==> src/rtl/mmc1_pkg.sv <==
// Shared definitions for the MMC1-class serial mapper: register indices,
// control-field enums and the power-on control value.
package mmc1_pkg;

  localparam logic [1:0] REG_CTRL = 2'd0;
  localparam logic [1:0] REG_CHR0 = 2'd1;
  localparam logic [1:0] REG_CHR1 = 2'd2;
  localparam logic [1:0] REG_PRG  = 2'd3;

  localparam logic [4:0] CTRL_RST  = 5'h0C;
  localparam logic [2:0] LOAD_LAST = 3'd4;

  typedef enum logic [1:0] {
    MIR_ONE_LO = 2'd0,
    MIR_ONE_HI = 2'd1,
    MIR_VERT   = 2'd2,
    MIR_HORZ   = 2'd3
  } mirror_e;

  typedef enum logic [1:0] {
    PRG_32K_A  = 2'd0,
    PRG_32K_B  = 2'd1,
    PRG_FIX_LO = 2'd2,
    PRG_FIX_HI = 2'd3
  } prg_mode_e;

endpackage

==> src/rtl/mmc1_serial_loader.sv <==
// Five-write LSB-first serial loader with consecutive-cycle write rejection.
// Emits a one-cycle commit (index + value) or soft reset, qualified by ce.
module mmc1_serial_loader
  import mmc1_pkg::*;
(
  input  logic       clk,
  input  logic       reset_n,
  input  logic       ce,
  input  logic       prg_write,
  input  logic [2:0] addr_hi,
  input  logic       din_reset,
  input  logic       din_bit,
  output logic       commit,
  output logic [1:0] commit_idx,
  output logic [4:0] commit_val,
  output logic       soft_rst
);

  logic [4:0] shift;
  logic [2:0] cnt;
  logic       last_wr;
  logic       addr_wr;
  logic       accept;

  // Any write into $8000-$FFFF arms the filter, even one that gets rejected.
  assign addr_wr = ce && prg_write && addr_hi[2];
  assign accept  = addr_wr && !last_wr;

  always_ff @(posedge clk or negedge reset_n) begin
    if (!reset_n) begin
      shift   <= '0;
      cnt     <= '0;
      last_wr <= 1'b0;
    end else if (ce) begin
      last_wr <= addr_wr;
      if (accept) begin
        if (din_reset || cnt == LOAD_LAST) begin
          shift <= '0;
          cnt   <= '0;
        end else begin
          shift <= {din_bit, shift[4:1]};
          cnt   <= cnt + 3'd1;
        end
      end
    end
  end

  assign soft_rst   = accept && din_reset;
  assign commit     = accept && !din_reset && (cnt == LOAD_LAST);
  assign commit_idx = addr_hi[1:0];
  assign commit_val = {din_bit, shift[4:1]};

endmodule

==> src/rtl/mmc1_serial_mapper.sv <==
// MMC1-class mapper: bank registers plus PRG/CHR/nametable address translation.
// Define MMC1_SXROM_EN for the SxROM outer PRG bank and PRG-RAM bank select.
module mmc1_serial_mapper
  import mmc1_pkg::*;
#(
  parameter int          PRG_BANK_W = 4,
  parameter int          CHR_BANK_W = 5,
  parameter logic [21:0] PRG_BASE   = 22'h000000,
  parameter logic [21:0] CHR_BASE   = 22'h200000,
  parameter logic [21:0] RAM_BASE   = 22'h3C0000
) (
  input  logic        clk,
  input  logic        reset_n,
  input  logic        ce,
  input  logic [31:0] flags,
  input  logic [15:0] prg_ain,
  input  logic        prg_read,
  input  logic        prg_write,
  input  logic [7:0]  prg_din,
  output logic [21:0] prg_aout,
  output logic        prg_allow,
  input  logic [13:0] chr_ain,
  output logic [21:0] chr_aout,
  output logic        chr_allow,
  output logic        vram_a10,
  output logic        vram_ce
);

  logic [4:0] control, chr0, chr1, prg;
  logic       commit, soft_rst;
  logic [1:0] commit_idx;
  logic [4:0] commit_val;

  mmc1_serial_loader u_loader (
    .clk        (clk),
    .reset_n    (reset_n),
    .ce         (ce),
    .prg_write  (prg_write),
    .addr_hi    (prg_ain[15:13]),
    .din_reset  (prg_din[7]),
    .din_bit    (prg_din[0]),
    .commit     (commit),
    .commit_idx (commit_idx),
    .commit_val (commit_val),
    .soft_rst   (soft_rst)
  );

  always_ff @(posedge clk or negedge reset_n) begin
    if (!reset_n) begin
      control <= CTRL_RST;
      chr0    <= '0;
      chr1    <= '0;
      prg     <= '0;
    end else if (ce) begin
      if (soft_rst) begin
        control <= control | CTRL_RST;
      end else if (commit) begin
        case (commit_idx)
          REG_CTRL: control <= commit_val;
          REG_CHR0: chr0    <= commit_val;
          REG_CHR1: chr1    <= commit_val;
          REG_PRG:  prg     <= commit_val;
          default:  ;
        endcase
      end
    end
  end

  logic                  outer;
  logic [1:0]            ram_bank;
  logic [PRG_BANK_W-1:0] prg_bank;
  logic [CHR_BANK_W-1:0] chr_bank;
  logic                  in_ram;
  logic                  ram_en;

  // The outer bit follows the CHR bank active for the current PPU fetch.
`ifdef MMC1_SXROM_EN
  assign outer    = (control[4] && chr_ain[12]) ? chr1[4] : chr0[4];
  assign ram_bank = chr0[3:2];
`else
  assign outer    = 1'b0;
  assign ram_bank = 2'b00;
`endif

  always_comb begin
    prg_bank = prg[PRG_BANK_W-1:0];
    case (prg_mode_e'(control[3:2]))
      PRG_32K_A, PRG_32K_B: prg_bank = {prg[PRG_BANK_W-1:1], prg_ain[14]};
      PRG_FIX_LO:           prg_bank = prg_ain[14] ? prg[PRG_BANK_W-1:0] : '0;
      PRG_FIX_HI:           prg_bank = prg_ain[14] ? '1 : prg[PRG_BANK_W-1:0];
      default:              ;
    endcase
  end

  assign in_ram = (prg_ain[15:13] == 3'b011);
  assign ram_en = !prg[4] || flags[16];

  always_comb begin
    if (in_ram) begin
      prg_aout  = RAM_BASE + 22'({ram_bank, prg_ain[12:0]});
      prg_allow = ram_en;
    end else begin
      prg_aout  = PRG_BASE + 22'({outer, prg_bank, prg_ain[13:0]});
      prg_allow = prg_ain[15] && !prg_write;
    end
  end

  always_comb begin
    if (control[4]) chr_bank = chr_ain[12] ? chr1[CHR_BANK_W-1:0] : chr0[CHR_BANK_W-1:0];
    else            chr_bank = {chr0[CHR_BANK_W-1:1], chr_ain[12]};
  end

  assign chr_aout  = CHR_BASE + 22'({chr_bank, chr_ain[11:0]});
  assign chr_allow = flags[15];
  assign vram_ce   = chr_ain[13];

  always_comb begin
    case (mirror_e'(control[1:0]))
      MIR_ONE_LO: vram_a10 = 1'b0;
      MIR_ONE_HI: vram_a10 = 1'b1;
      MIR_VERT:   vram_a10 = chr_ain[10];
      MIR_HORZ:   vram_a10 = chr_ain[11];
      default:    vram_a10 = 1'b0;
    endcase
  end

  logic unused_bits;
  assign unused_bits = ^{flags[31:17], flags[14:0], prg_din[6:1], prg_read, prg, chr0, chr1};

endmodule

==> config.mk <==
export PLATFORM = sky130hd
export DESIGN_NAME = mmc1_serial_mapper
export DESIGN_NICKNAME = d
export VERILOG_FILES = /design/src/rtl/mmc1_pkg.sv /design/src/rtl/mmc1_serial_loader.sv /design/src/rtl/mmc1_serial_mapper.sv
export SDC_FILE = /design/constraint.sdc
export NUM_CORES = 1
export LEC_CHECK = 0
export BUFFER_PORTS_ARGS = -buffer_cell sky130_fd_sc_hd__buf_4
export CAP_MARGIN = 40
export CORE_ASPECT_RATIO = 0.6
export CORE_MARGIN = 1
export CORE_UTILIZATION = 41
export DETAILED_ROUTE_END_ITERATION = 16
export PLACE_DENSITY = 0.8
export SLEW_MARGIN = 5
export SYNTH_ARGS = -nofsm -noshare
export SYNTH_HDL_FRONTEND = slang
export SYNTH_HIERARCHICAL = 1
export SYNTH_SLANG_ARGS = --single-unit
==> constraint.sdc <==
create_clock -name clk -period 3.1 [get_ports clk]
set_clock_uncertainty 0.15 [all_clocks]
set_input_delay 0.155 -clock clk [delete_from_list [all_inputs] [get_ports clk]]
set_output_delay 0.155 -clock clk [all_outputs]
set_load 0.02 [all_outputs]
# Yosys cells after proc, flatten, opt, wreduce, memory -nomap -nowiden
# Cells that the tools add are included.
# totals
ff_bits	29
latch_bits	0
ram_bits	0
rom_bits	0
inputBits	75
out_inout_bits	48
word_cells	61
memories	0
# op_classes
addsub	3
mul	0
div_mod_pow	0
order_cmp	0
n_eq_ne	11
shift	0
muxes	13
n_bitwise	1
reduce_logical	25
# op_table
cell	count
adder 22 x 17 -> 22 bit, first input constant	1
two-way mux 22 bit	1
adder 19 x 14 -> 20 bit, first input constant	1
two-way mux 4 bit	5
AND reduction 4 bit	4
two-way mux 5 bit	3
equality test 2 bit, second input constant	6
one-hot mux 4 bit (3 select lines)	1
logical AND 1 bit	7
equality test 2 x 1 -> 1 bit, second input constant	3
logical NOT 2 bit	3
logical NOT 1 bit	4
one-hot mux 1 bit (4 select lines)	1
nonzero test 2 bit	2
adder 3 x 1 -> 3 bit, second input constant	1
equality test 3 x 2 -> 1 bit, second input constant	1
equality test 3 bit, second input constant	1
two-way mux 3 bit	1
AND reduction 3 bit	1
logical OR 1 bit	2
AND reduction 2 bit	1
OR reduction 2 bit	1
two-way mux 1 bit	1
inverter 1 bit	1

# Depth between registers and ports, before layout
# logic_depth
word_depth	7
mapped_depth	8
mapped_depth_nobuf	7

# Modules after synthesis
# Netlist, hierarchy kept.
# by_module_without_submodules
mod	n_inst	cells_each	area_per_inst_um2
mmc1_serial_mapper	1	123	1308.8
mmc1_serial_loader	1	34	441.7

# Worst setup path before layout
# OpenSTA, ideal clock, no wires.
# synth_timing
kind	register to register
start	register u_loader.last_wr
end	register chr0[0]
setup_ps	125
arrival_ps	2015
required_ps	2825
setup_slack_ps	810
path_stages_with_launch	8
synth_period_minus_slack_ps	2290
path_cell_list	dfrtp_1 nand4b_4 buf_6 nor3_1 nand3b_4 or3b_1 buf_6 mux2_4
# synth_between
elab_chain_cells	5
word_cells_on_any_way	7
classes_between	bitwise: 1; reduce/logical: 6
# synth_lines
element	line_no	rtl
start: declaration	mmc1_serial_loader.sv:21	logic last_wr;
start signal: assignment	mmc1_serial_loader.sv:35	last_wr <= addr_wr;
logical NOT 1 bit	mmc1_serial_loader.sv:27	assign accept = addr_wr && !last_wr;
logical AND 1 bit	mmc1_serial_loader.sv:27	
logical AND 1 bit (2 in a row)	mmc1_serial_loader.sv:49	assign commit = accept && !din_reset && (cnt == LOAD_LAST);
named net commit	mmc1_serial_mapper.sv:30	logic commit, soft_rst;
AND reduction 4 bit (no line)	--	
end signal: assignment	mmc1_serial_mapper.sv:60	REG_CHR0: chr0 <= commit_val;
end: declaration	mmc1_serial_mapper.sv:29	logic [4:0] control, chr0, chr1, prg;
# The timed path passes the listed nets, and every way through them passes these cells.
# A chain may end at the register's enable or synchronous reset.

# Worst setup path after layout
# layout_timing
start	register u_loader.last_wr
end	register chr0[2]
# The elaborated chain is that of the path after synthesis.

==> metrics <==
Rows=17; Crit Path Category=reg2reg; WL final=slightly below 3000 µm; Synth warnings=6; clk buf depth=2; CP startpoint=u_loader/last_wr; relative slew slack=63.1%; Vias=approximately 1.0k; Setup crit end kind=register; vias per inst=4.82; CP Data Arrival Time=approximately 2500 ps; largest net degree at the start of global routing=29; internal power=between 0.6 and 0.7 mW; Clk network pwr share=25.8%; Worst-Margin Slew=about 550 ps; CTS Root Cell=clkbuf_8; RSZ-0062 raised after global routing=false; Routed Antenna Nets=0; Layout Nets=about 230; Final Hold Vio Count=0; CTS H-tree lvls=1; PD cells=between 400 and 500 mW/mm²; chip width=86.4 µm; max-cap violations=0; Fmax achieved=~400 MHz; WP data required=3120 ps; starting DRC count in detailed routing=57; Syn Inst Count=157; Port Buffer Count=30; vias in the first global route=a little under 1k; leakage=approximately 0.9 nW; Seq pwr share=between 50% and 60%; final hold slack=about 4 ps; min-delay src=prg_write; Critical R2R Launch=u_loader/last_wr; IO Count=123; insertion delay to the later sink of the worst-skew pair=280 ps; most common cell after layout, fill and taps aside=buf_4; maximum fanout along the worst path=11; Reg clk slew, reported paths=about 90 ps; crit start category=register; Congestion Overflow GR=0; WL per Instance=around 14 µm; post-route setup TNS=0 ps; Final Max Slew Viols=0; most frequent cells in the layout=buf_4 (30), dfrtp_1 (26), mux2_2 (18); Design Power=between 0.8 and 0.9 mW; period utilisation layout=between 80% and 90%; Synth Cell Area=0.00175 mm²; status=complete, no violations; n_diodes=0; 1st-pass router iterations=4; Peak VDD IR=around 0.24 mV; routability cong.=between 0.7 and 0.8; hold_buf cts=2; initial antenna violation count=0; endpoints failing setup=0; post-CTS sizing=0; dpl hpwl=~2200 µm; combinational power share=23.0%; initial core utilization=a little under half; Post-route DRC=0; CORE AREA=~0.0039 mm²; Post-CTS Setup Bufs=0; Avg Cell Area, Syn=11.1 µm²; sw frac=29.0%; die footprint=between 0.004 and 0.005 mm²; Final min period=2510 ps; Die Y=roughly 53 µm; TritonCTS clock tree=yes; TritonCTS Buffers=3; post-synthesis register bit count=28; sequential area share after synthesis=approximately 40%; Layout area overhead=3.65%; Clock Sinks=28; Filler cells=around 380; Hold WC Path Type=in2reg; post-synth cell types=35; proportion of layout cells with a drive suffix above 1=between 40% and 50%; first-pass GRT wire length=between 4000 and 5000 µm; All-Layer GR Usage=between 10% and 20%; Sw Pwr=0.254 mW
-- synthesized netlist by cell type (all sizes together) --
cell type   n  area, µm²
a31oi       2       12.5
dfstp       2       52.6
nand4       1       6.26
a21boi      1       7.51
nand2       7       26.3
nand3       1       5.00
buf        41        315
mux2       23        278
a22o        5       50.1
inv         9       33.8
clkbuf      1       3.75
nor2b       1       6.26
nor3        3       15.0
and2        2       12.5
o21ai       7       35.0
conb        2       7.51
or3         1       6.26
a21oi       6       30.0
nor3b       2       31.3
nand2b      1       6.26
a21o        1       7.51
or3b        1       8.76
nor4b       2       32.5
o32a        2       20.0
a211o       1       8.76
dfrtp      26        651
and3b       1       8.76
nor2        1       3.75
nand3b      1       20.0
ha          2       25.0
nand4b      1       23.8
-- routing by layer --
metal	up-vias	track usage, %	routed length [µm]
li1	491	-	-
met5	-	0	0
met2	30	23.3	1280
met1	493	18.0	1460
met3	4	5.04	158
met4	0	6.11	41
-- logic make-up (layout without fill, tap and decap cells) --
family | count (synthesis) | after routing | share of synthesized area, %
buffers and inverters | 51 | 45 | 20.2
DFF | 28 | 28 | 40.2
and+or+nand+nor | 26 | 26 | 12.2
AOI/OAI and AO/OA | 25 | 25 | 9.79
muxes | 23 | 23 | 15.9
adders and majority gates | 2 | 2 | 1.43
other | 2 | 5 | 0.429
-- stage by stage --
stage | worst slack, ps | utilization (%) | cell area, µm² | instances
floorplan | 810 | - | 1760 | 160
global placement | 672 | 44.9 | 1740 | 205
detailed placement | 598 | 44.9 | 1740 | 205
CTS | 590 | 46.9 | 1810 | 211
global route | 502 | 46.9 | 1810 | 211
finish | 590 | 46.9 | 1810 | 211
-- power groups by stage --
stage	clock, mW	combinational (mW)	sequential [mW]
floorplan	0	0.193	0.442
global placement	0	0.196	0.452
detailed placement	0	0.203	0.455
CTS	0.232	0.205	0.449
global route	0.248	0.223	0.456
finish	0.227	0.202	0.449
-- area by class of cell --
class	count	area, µm²	area share (%)
clock buffer	4	55.1	3.03
tap	57	71.3	3.93
multi-input combinational	81	706	38.9
inverter	9	33.8	1.86
timing repair buffer	32	245	13.5
sequential	28	703	38.8
-- worst paths after layout --
kind	to	slack [ps]	cells past startpoint
max	chr0[2]	590	5
min	u_loader/last_wr	4	3
max reg2reg	chr0[2]	590	5
min reg2reg	chr0[1]	370	1
max in group asynchronous	control[2]	2320	2
min in group asynchronous	prg[1]	180	2
-- worst max-delay path, stage by stage, from the launching register on --
cell      delay, ps
dfrtp_1         390
nand4b_4        290
nor3_1          530
nand3b_4        150
or3b_1          550
mux2_4          350
-- sequential cells by signal, indices dropped and copies added, names as in the netlist --
register and flops:
u_loader/cnt 3, chr1 5, u_loader/shift 4, control 5
prg 5, u_loader/last_wr 1, chr0 5
(Power assumes the default switching activity.)
